**config.mk**
```make
export PLATFORM = sky130hd
export DESIGN_NAME = hls_ap_ctrl_initiator
export DESIGN_NICKNAME = d
export VERILOG_FILES = /design/src/rtl/hls_ctrl_pkg.sv /design/src/rtl/hls_ctrl_watchdog.sv /design/src/rtl/hls_ap_ctrl_initiator.sv
export SDC_FILE = /design/constraint.sdc
export NUM_CORES = 2
export LEC_CHECK = 0
export ABC_AREA = 0
export ABC_CLOCK_PERIOD_IN_PS = 2400
export CORE_AREA = 10 10 604 606
export DETAILED_ROUTE_END_ITERATION = 8
export DIE_AREA = 0 0 614 616
export HOLD_SLACK_MARGIN = 0.02
export MAX_ROUTING_LAYER = met4
export RECOVER_POWER = 50
export SYNTH_ARGS = -nofsm -noshare
export SYNTH_HDL_FRONTEND = slang
export SYNTH_SLANG_ARGS = --single-unit
export TNS_END_PERCENT = 50
```
**constraint.sdc**
```tcl
create_clock -name ap_clk -period 2.4 [get_ports ap_clk]
set_input_delay 0.48 -clock ap_clk [delete_from_list [all_inputs] [get_ports ap_clk]]
set_output_delay 0.48 -clock ap_clk [all_outputs]
set_load 0.02 [all_outputs]
```
**src/rtl/hls_ctrl_pkg.sv**
```systemverilog
// Shared types for the ap_ctrl_hs initiator: FSM states, response status codes, default word width.
// Combinational helpers only; no state lives here.
package hls_ctrl_pkg;

  localparam int DATA_W_DEF = 32;

  typedef enum logic [1:0] {
    ST_IDLE  = 2'd0,
    ST_START = 2'd1,
    ST_WAIT  = 2'd2,
    ST_RESP  = 2'd3
  } state_e;

  typedef logic [1:0] status_t;

  localparam status_t STAT_OK          = 2'b00;
  localparam status_t STAT_TIMEOUT     = 2'b01;
  localparam status_t STAT_MISSING_VLD = 2'b10;

  // res1 is an ap_none inout, so only res0/res2 strobes are mandatory.
  function automatic status_t done_status(input logic got0, input logic got2);
    return (got0 && got2) ? STAT_OK : STAT_MISSING_VLD;
  endfunction

endpackage

```
**src/rtl/hls_ctrl_watchdog.sv**
```systemverilog
// Saturating cycle counter; expired flags the cycle whose increment reaches LIMIT.
// Zero latency on expired; clr wins over en, no backpressure.
module hls_ctrl_watchdog #(
  parameter int LIMIT = 255
) (
  input  logic ap_clk,
  input  logic ap_rst,
  input  logic clr,
  input  logic en,
  output logic expired
);

  localparam int CNT_W = $clog2(LIMIT + 1);
  localparam logic [CNT_W-1:0] SAT  = CNT_W'(LIMIT);
  localparam logic [CNT_W-1:0] LAST = CNT_W'(LIMIT - 1);

  logic [CNT_W-1:0] cnt_q;

  always_ff @(posedge ap_clk) begin
    if (ap_rst || clr) begin
      cnt_q <= '0;
    end else if (en && (cnt_q != SAT)) begin
      cnt_q <= cnt_q + 1'b1;
    end
  end

  // Looks one count ahead so the owner can leave after exactly LIMIT enabled cycles.
  assign expired = en && (cnt_q >= LAST);

endmodule

```
**src/rtl/hls_ap_ctrl_initiator.sv**
```systemverilog
// ap_ctrl_hs job initiator: registers args, pulses ap_start, captures result strobes, reports status.
// Response one cycle after ap_done/watchdog; one job in flight, req_ready low until rsp handshake.
module hls_ap_ctrl_initiator
  import hls_ctrl_pkg::*;
#(
  parameter int DATA_W    = DATA_W_DEF,
  parameter int NUM_ARGS  = 21,
  parameter int INOUT_IDX = 20,
  parameter int TIMEOUT   = 255
) (
  input  logic                     ap_clk,
  input  logic                     ap_rst,
  input  logic                     req_valid,
  output logic                     req_ready,
  input  logic [NUM_ARGS*DATA_W-1:0] req_args,
  output logic [NUM_ARGS*DATA_W-1:0] arg_o,
  output logic                     ap_start,
  input  logic                     ap_done,
  input  logic                     ap_idle,
  input  logic                     ap_ready,
  input  logic [DATA_W-1:0]        res0,
  input  logic                     res0_vld,
  input  logic [DATA_W-1:0]        res1,
  input  logic                     res1_vld,
  input  logic [DATA_W-1:0]        res2,
  input  logic                     res2_vld,
  output logic                     rsp_valid,
  input  logic                     rsp_ready,
  output logic [3*DATA_W-1:0]      rsp_data,
  output logic [1:0]               rsp_status,
  output logic                     busy
);

  localparam int ARGS_W = NUM_ARGS * DATA_W;

  state_e              state_q, state_d;
  logic [ARGS_W-1:0]   arg_q;
  logic [DATA_W-1:0]   res0_q, res1_q, res2_q;
  logic                flag0_q, flag2_q;
  status_t             status_q;

  logic accept;
  logic running;
  logic wd_expired;
  logic finish_done;
  logic finish_timeout;

  // ap_idle is informational only; control relies on ap_ready/ap_done.
  logic unused_ap_idle;
  assign unused_ap_idle = ap_idle;

  assign accept         = (state_q == ST_IDLE) && req_valid;
  assign running        = (state_q == ST_START) || (state_q == ST_WAIT);
  assign finish_done    = running && ap_done;
  assign finish_timeout = running && !ap_done && wd_expired;

  hls_ctrl_watchdog #(
    .LIMIT (TIMEOUT)
  ) u_watchdog (
    .ap_clk  (ap_clk),
    .ap_rst  (ap_rst),
    .clr     (accept),
    .en      (running),
    .expired (wd_expired)
  );

  always_ff @(posedge ap_clk) begin
    if (ap_rst) begin
      state_q <= ST_IDLE;
    end else begin
      state_q <= state_d;
    end
  end

  always_comb begin
    state_d = state_q;
    case (state_q)
      ST_IDLE: begin
        if (accept) state_d = ST_START;
      end
      ST_START: begin
        // A done without ready still ends the job; done also beats a coincident expiry.
        if (ap_done)         state_d = ST_RESP;
        else if (ap_ready)   state_d = ST_WAIT;
        else if (wd_expired) state_d = ST_RESP;
      end
      ST_WAIT: begin
        if (ap_done || wd_expired) state_d = ST_RESP;
      end
      ST_RESP: begin
        if (rsp_ready) state_d = ST_IDLE;
      end
      default: state_d = ST_IDLE;
    endcase
  end

  always_comb begin
    req_ready = 1'b0;
    ap_start  = 1'b0;
    rsp_valid = 1'b0;
    busy      = 1'b1;
    case (state_q)
      ST_IDLE: begin
        req_ready = 1'b1;
        busy      = 1'b0;
      end
      ST_START: ap_start  = 1'b1;
      ST_WAIT:  ap_start  = 1'b0;
      ST_RESP:  rsp_valid = 1'b1;
      default:  busy      = 1'b0;
    endcase
  end

  always_ff @(posedge ap_clk) begin
    if (ap_rst) begin
      arg_q    <= '0;
      res0_q   <= '0;
      res1_q   <= '0;
      res2_q   <= '0;
      flag0_q  <= 1'b0;
      flag2_q  <= 1'b0;
      status_q <= STAT_OK;
    end else if (accept) begin
      arg_q    <= req_args;
      res0_q   <= '0;
      res1_q   <= req_args[INOUT_IDX*DATA_W +: DATA_W];
      res2_q   <= '0;
      flag0_q  <= 1'b0;
      flag2_q  <= 1'b0;
      status_q <= STAT_OK;
    end else if (running) begin
      if (res0_vld) begin
        res0_q  <= res0;
        flag0_q <= 1'b1;
      end
      if (res1_vld) begin
        res1_q <= res1;
      end
      if (res2_vld) begin
        res2_q  <= res2;
        flag2_q <= 1'b1;
      end
      // Strobes landing with ap_done count toward the verdict.
      if (finish_done) begin
        status_q <= done_status(flag0_q || res0_vld, flag2_q || res2_vld);
      end else if (finish_timeout) begin
        status_q <= STAT_TIMEOUT;
      end
    end
  end

  assign arg_o      = arg_q;
  assign rsp_data   = {res2_q, res1_q, res0_q};
  assign rsp_status = status_q;

endmodule
```
**Word level (Yosys, flattened, before mapping)**

Cells that the tools add are included.

- Multiplexer cells: 17
- $lt $le $gt $ge: 1
- Div/mod/pow operators: 0
- Shift operators: 0
- Multipliers: 0
- Equal/unequal tests: 8
- Reduce and logical (&&, ||, !) cells: 23
- Bitwise logic cells: 0
- Add/subtract/negate cells: 1

Operators by type and width:

| cell | number |
|---|---|
| 2-to-1 mux 32 bit | 3 |
| 2-to-1 mux 2 bit | 9 |
| adder 8 x 1 -> 8 bit, second input constant | 1 |
| greater-or-equal comparator 8 bit, second input constant | 1 |
| != test 8 bit, second input constant | 1 |
| one-hot mux 2 bit (4 select lines) | 1 |
| AND reduction 2 bit | 4 |
| logical AND 1 bit | 7 |
| nonzero test 2 bit | 3 |
| logical OR 1 bit | 5 |
| == test 2 bit, second input constant | 2 |
| 2-to-1 mux 1 bit | 4 |
| != test 2 x 1 -> 1 bit, second input constant | 2 |
| != test 4 bit, second input constant | 1 |
| AND reduction 4 bit | 1 |
| == test 2 x 1 -> 1 bit, second input constant | 1 |
| zero test 2 bit | 1 |
| != test 2 bit, second input constant | 1 |
| OR reduction 2 bit | 1 |
| zero test 1 bit | 1 |

- Bits in latches: 0
- Output and inout bits: 774
- Input bits: 778
- Bits in read-only memories: 0
- Logic and storage cells: 59
- Memory bits (writable): 0
- Register bits: 782
- Memories kept: 0

**Depth between registers and ports, before layout**

- Word-level depth: 7
- Gate-level depth with buffers: 9
- Mapped depth without buffers: 6

**Modules after synthesis**

Synthesis repeated with hierarchy kept, for this count alone.

- Cells, all modules: 3,430
- Area, all modules: 27,106.0 µm²

Modules (own cells, without submodules):

| module | cells an instance | instances | seq. area each (µm²) | area an instance (µm²) |
|---|---|---|---|---|
| hls_ap_ctrl_initiator | 3,379 | 1 | 15,494.9 | 26,664.3 |
| hls_ctrl_watchdog | 51 | 1 | 160.2 | 441.7 |

**Worst setup path before layout**

No wires, ideal clock.

- Path type: register -> register
- From: register state_q[0]
- To: register arg_q[528] (netlist: arg_o[528])
- Clock period less this slack: 1.781 ns
- Stages on the path, launching flop included: 9
- Path buffers: 3
- Required time: 2.330 ns
- Data arrival time: 1.711 ns
- Path slack: 0.619 ns
- Setup time: 0.070 ns
- Cell sequence: dfxtp_1 -> inv_1 -> ha_1 -> nand2_1 -> buf_2 -> buf_2 -> clkbuf_1 -> nand2_1 -> a21oi_1

- Longest elaborated chain between the ends: 2

Ends and longest elaborated chain:

| what | line | source |
|---|---|---|
| from (decl) | hls_ap_ctrl_initiator.sv:36 | `state_e state_q, state_d;` |
| from (signal assigned) | hls_ap_ctrl_initiator.sv:71 | `state_q <= state_d;` |
| zero test 2 bit | hls_ap_ctrl_initiator.sv:52 | `assign accept = (state_q == ST_IDLE) && req_valid;` |
| logical AND 1 bit | hls_ap_ctrl_initiator.sv:52 |  |
| to (signal assigned) | hls_ap_ctrl_initiator.sv:124 | `arg_q <= req_args;` |
| to (decl) | hls_ap_ctrl_initiator.sv:37 | `logic [ARGS_W-1:0] arg_q;` |

No other way between the ends.
A chain may end at the register's enable or synchronous reset.

**Worst setup path in the final report**

- From: register state_q[1]
- To: output ap_start

- Longest elaborated chain between the ends: 2

Ends and longest elaborated chain:

| what | line | source |
|---|---|---|
| == test 2 x 1 -> 1 bit | hls_ap_ctrl_initiator.sv:102 | `case (state_q)` |
| 2-to-1 mux 1 bit | hls_ap_ctrl_initiator.sv:102 |  |
| to (decl) | hls_ap_ctrl_initiator.sv:17 | `output logic ap_start,` |

No other way between the ends.

==> summary.txt <==
Synth Area in XOR/XNOR: 0.0647%
Worst skew pair latency: 0.86 ns
Clk root buf: clkbuf_16
Kind of critical path: reg2out
GRT Total Usage: 13.6%
Yosys warning count: 0
Detailed-route via count: 30,938
Largest net degree at the start of global routing: 88
WL/cell: 26.7 microns
Commonest non-fill, non-tap cells in the layout: nand2_1 (1,510), clkdlybuf4s50_1 (1,073), dfxtp_1 (777)
Initial antenna violation count: 148
PD cells: 1050 nW/um^2
Leakage power: 19.5 nW
Fraction of the mapped netlist area in simple logic gates: 22.2%
Total of max-cap violations: 0
Synthesis-to-finish area growth: 91.9%
Final min period: 2.34 ns
Hold crit path type: in2reg
Core area: 352,000 sq um
GP Congestion: 0.968
Syn Area/Cell: 7.90 sq um
Number of port buffers: 1,550
Initial Utilization: 7.69%
Core Rows: 218
Vias per inst: 3.11
WL final: 266,000 microns
Asr flop ratio synth: 0%
Pwr Total: 54.6 mW
Ys flop type: dfxtp_1
Worst Setup Start Kind: flip-flop
Worst-path fanout max: 4
Filler cell count: 40,381
Setup WS post-layout: 0.0627 ns
Syn Nets: 4,211
Synth Cell Area: 27,100 sq um
Largest family of logic cells by synthesized area: simple AND/OR/NAND/NOR gates
Total congestion overflow: 0
Commonest non-fill, non-tap cell in the layout: nand2_1
Post-layout util: 14.8%
Max Slew Vio Count: 0
Number of global-route vias before repair: 29,365
F_max: 0.428 GHz
Critical Path End Type: output port
First-pass GRT wire length: 329,000 microns
Worst path required time: 1.92 ns
Final worst path period share: 97.4%
Nets: 5,799
Pre-CTS WS: 0.101 ns
Sequential fraction of the synthesis area: 57.8%
RSZ-0062 raised after global routing: true
Cell variety after synth: 36
Htree depth: 3
#FFs+latches synth: 782
Relative slew slack: 46.8%
CTS tree: yes
CTS max path bufs: 4
Die area: 378,000 sq um
Worst vdd ir: 0.596 mV
# setup viols final: 0
Max Clock Skew: 0.0895 ns
Final Non-Filler Cells: 9,942
Cells after Synth: 3,427
Clk slew on worst S/H paths: 0.06 ns
Final design area excluding fillers: 52,000 sq um
Compound-Gate Fraction of Synth Area: 15.2%
Post-CTS Hold Fix Bufs: 0
Synth Area in Adders: 0.277%
DPL Wire Length: 231,000 microns
Slew @ Worst Pin: 0.797 ns
Post-synthesis mux area share: 0.0370%
1st-iter DRT viols: 2,384
CP arrival: 1.86 ns
Dpl cells: 9,637
Residual DRC: 0
Post-DP Area: 49,200 sq um
I/O pin count: 1,552
Final hold vios: 0
Fraction of layout instances using a drive strength above 1: 7.62%
Total CTS buffers: 106
Chip Width: 614 microns
Die H: 616 microns
Post-CTS Setup Bufs: 0
EDFF count, synth: 0
Drt pass-1 iters: 7
Post-DRT Antenna Nets: 0
Outcome: finished clean
CTS sink cnt: 782
-- layer usage --
metal  up-vias  part of all wire, %  track usage (%)
met4         0                  2.8             3.86
met1     14902                   40             15.7
met3       275                  9.1             4.85
met2      1307                   48             22.3
li1      14454                    -                -
met5         -                    0                -
-- cells in the mapped netlist (3+ instances only) --
cell / instances / area (sq um)
inv_1: 6 / 22.5
a211oi_1: 4 / 30.0
dfxtp_1: 782 / 15700
clkbuf_1: 116 / 435
buf_2: 140 / 701
and2_1: 3 / 18.8
a311oi_1: 33 / 289
buf_4: 5 / 37.5
nand2_1: 1512 / 5680
nand2b_1: 4 / 25.0
nor2_1: 41 / 154
nand3_1: 3 / 15.0
nand4_1: 3 / 18.8
ha_1: 6 / 75.1
a21oi_1: 743 / 3720
-- cells by family (layout without fill, tap and decap cells) --
kind of cell,count (synthesis),in the layout
buffers and inverters,267,1934
multiplexers,1,1
XOR/XNOR,2,2
AND/OR/NAND/NOR,1578,1578
flip-flops,782,782
AO/OA/AOI/OAI,791,791
adder cells (fa/ha/maj),6,6
other,0,118
-- flip-flops by register name, indices dropped and copies added (netlist names) --
| signal | count |
|---|---|
| res0_q | 32 |
| res2_q | 32 |
| rsp_status | 2 |
| arg_o | 672 |
| res1_q | 32 |
| u_watchdog.cnt_q | 8 |
| flag2_q | 1 |
| flag0_q | 1 |
| state_q | 2 |
-- cell type report --
class,count,area (sq um),area share (%)
well taps,4730,5920,11.4
multi-input cells,2378,10300,19.8
flip-flops and latches,782,15700,30.1
clock buffers,149,2960,5.70
inverters,6,22.5,0.0433
diodes,118,295,0.568
repair buffers,1741,16400,31.5
clock inverters,38,465,0.896
-- final timing paths --
check / startpoint / end / slack (ns) / cells past startpoint
worst max register to register: state_q[0]$_SDFFE_PP0P_ / arg_o[467]$_SDFFE_PP0P_ / 0.09 / 8
worst max-delay path: state_q[1]$_SDFFE_PP0P_ / ap_start / 0.06 / 3
worst min-delay path: ap_rst / arg_o[114]$_SDFFE_PP0P_ / 0.14 / 2
worst min register to register: arg_o[286]$_SDFFE_PP0P_ / arg_o[286]$_SDFFE_PP0P_ / 0.45 / 2
-- report_power, final --
| part | internal, mW | switching (mW) | leakage (nW) |
|---|---|---|---|
| registers | 15.5 | 1.60 | 6.41 |
| clock network | 9.36 | 6.89 | 1.67 |
| logic | 7.31 | 13.9 | 11.4 |
-- through the flow --
step,setup TNS (ns),hold WS [ns]
2_1_floorplan,0,0.441
3_3_place_gp,0,0.442
3_5_place_dp,0,0.445
4_1_cts,-0.0409,0.0345
5_1_grt,-0.110,0.0734
6_report,0,0.137
-- what timing repair did --
| action | 4_1_cts | 5_1_grt |
|---|---|---|
| gates resized for setup | 421 | 2 |
| endpoints found under the setup margin | 399 | 3 |
| cloned | 0 | 0 |
-- critical path, stage by stage (launching register included) --
cell             delay, ns
dfxtp_2               0.35
inv_1                 0.13
ha_1                  0.21
clkdlybuf4s15_2       0.31
Note: power is estimated with default switching activity, not from simulation.
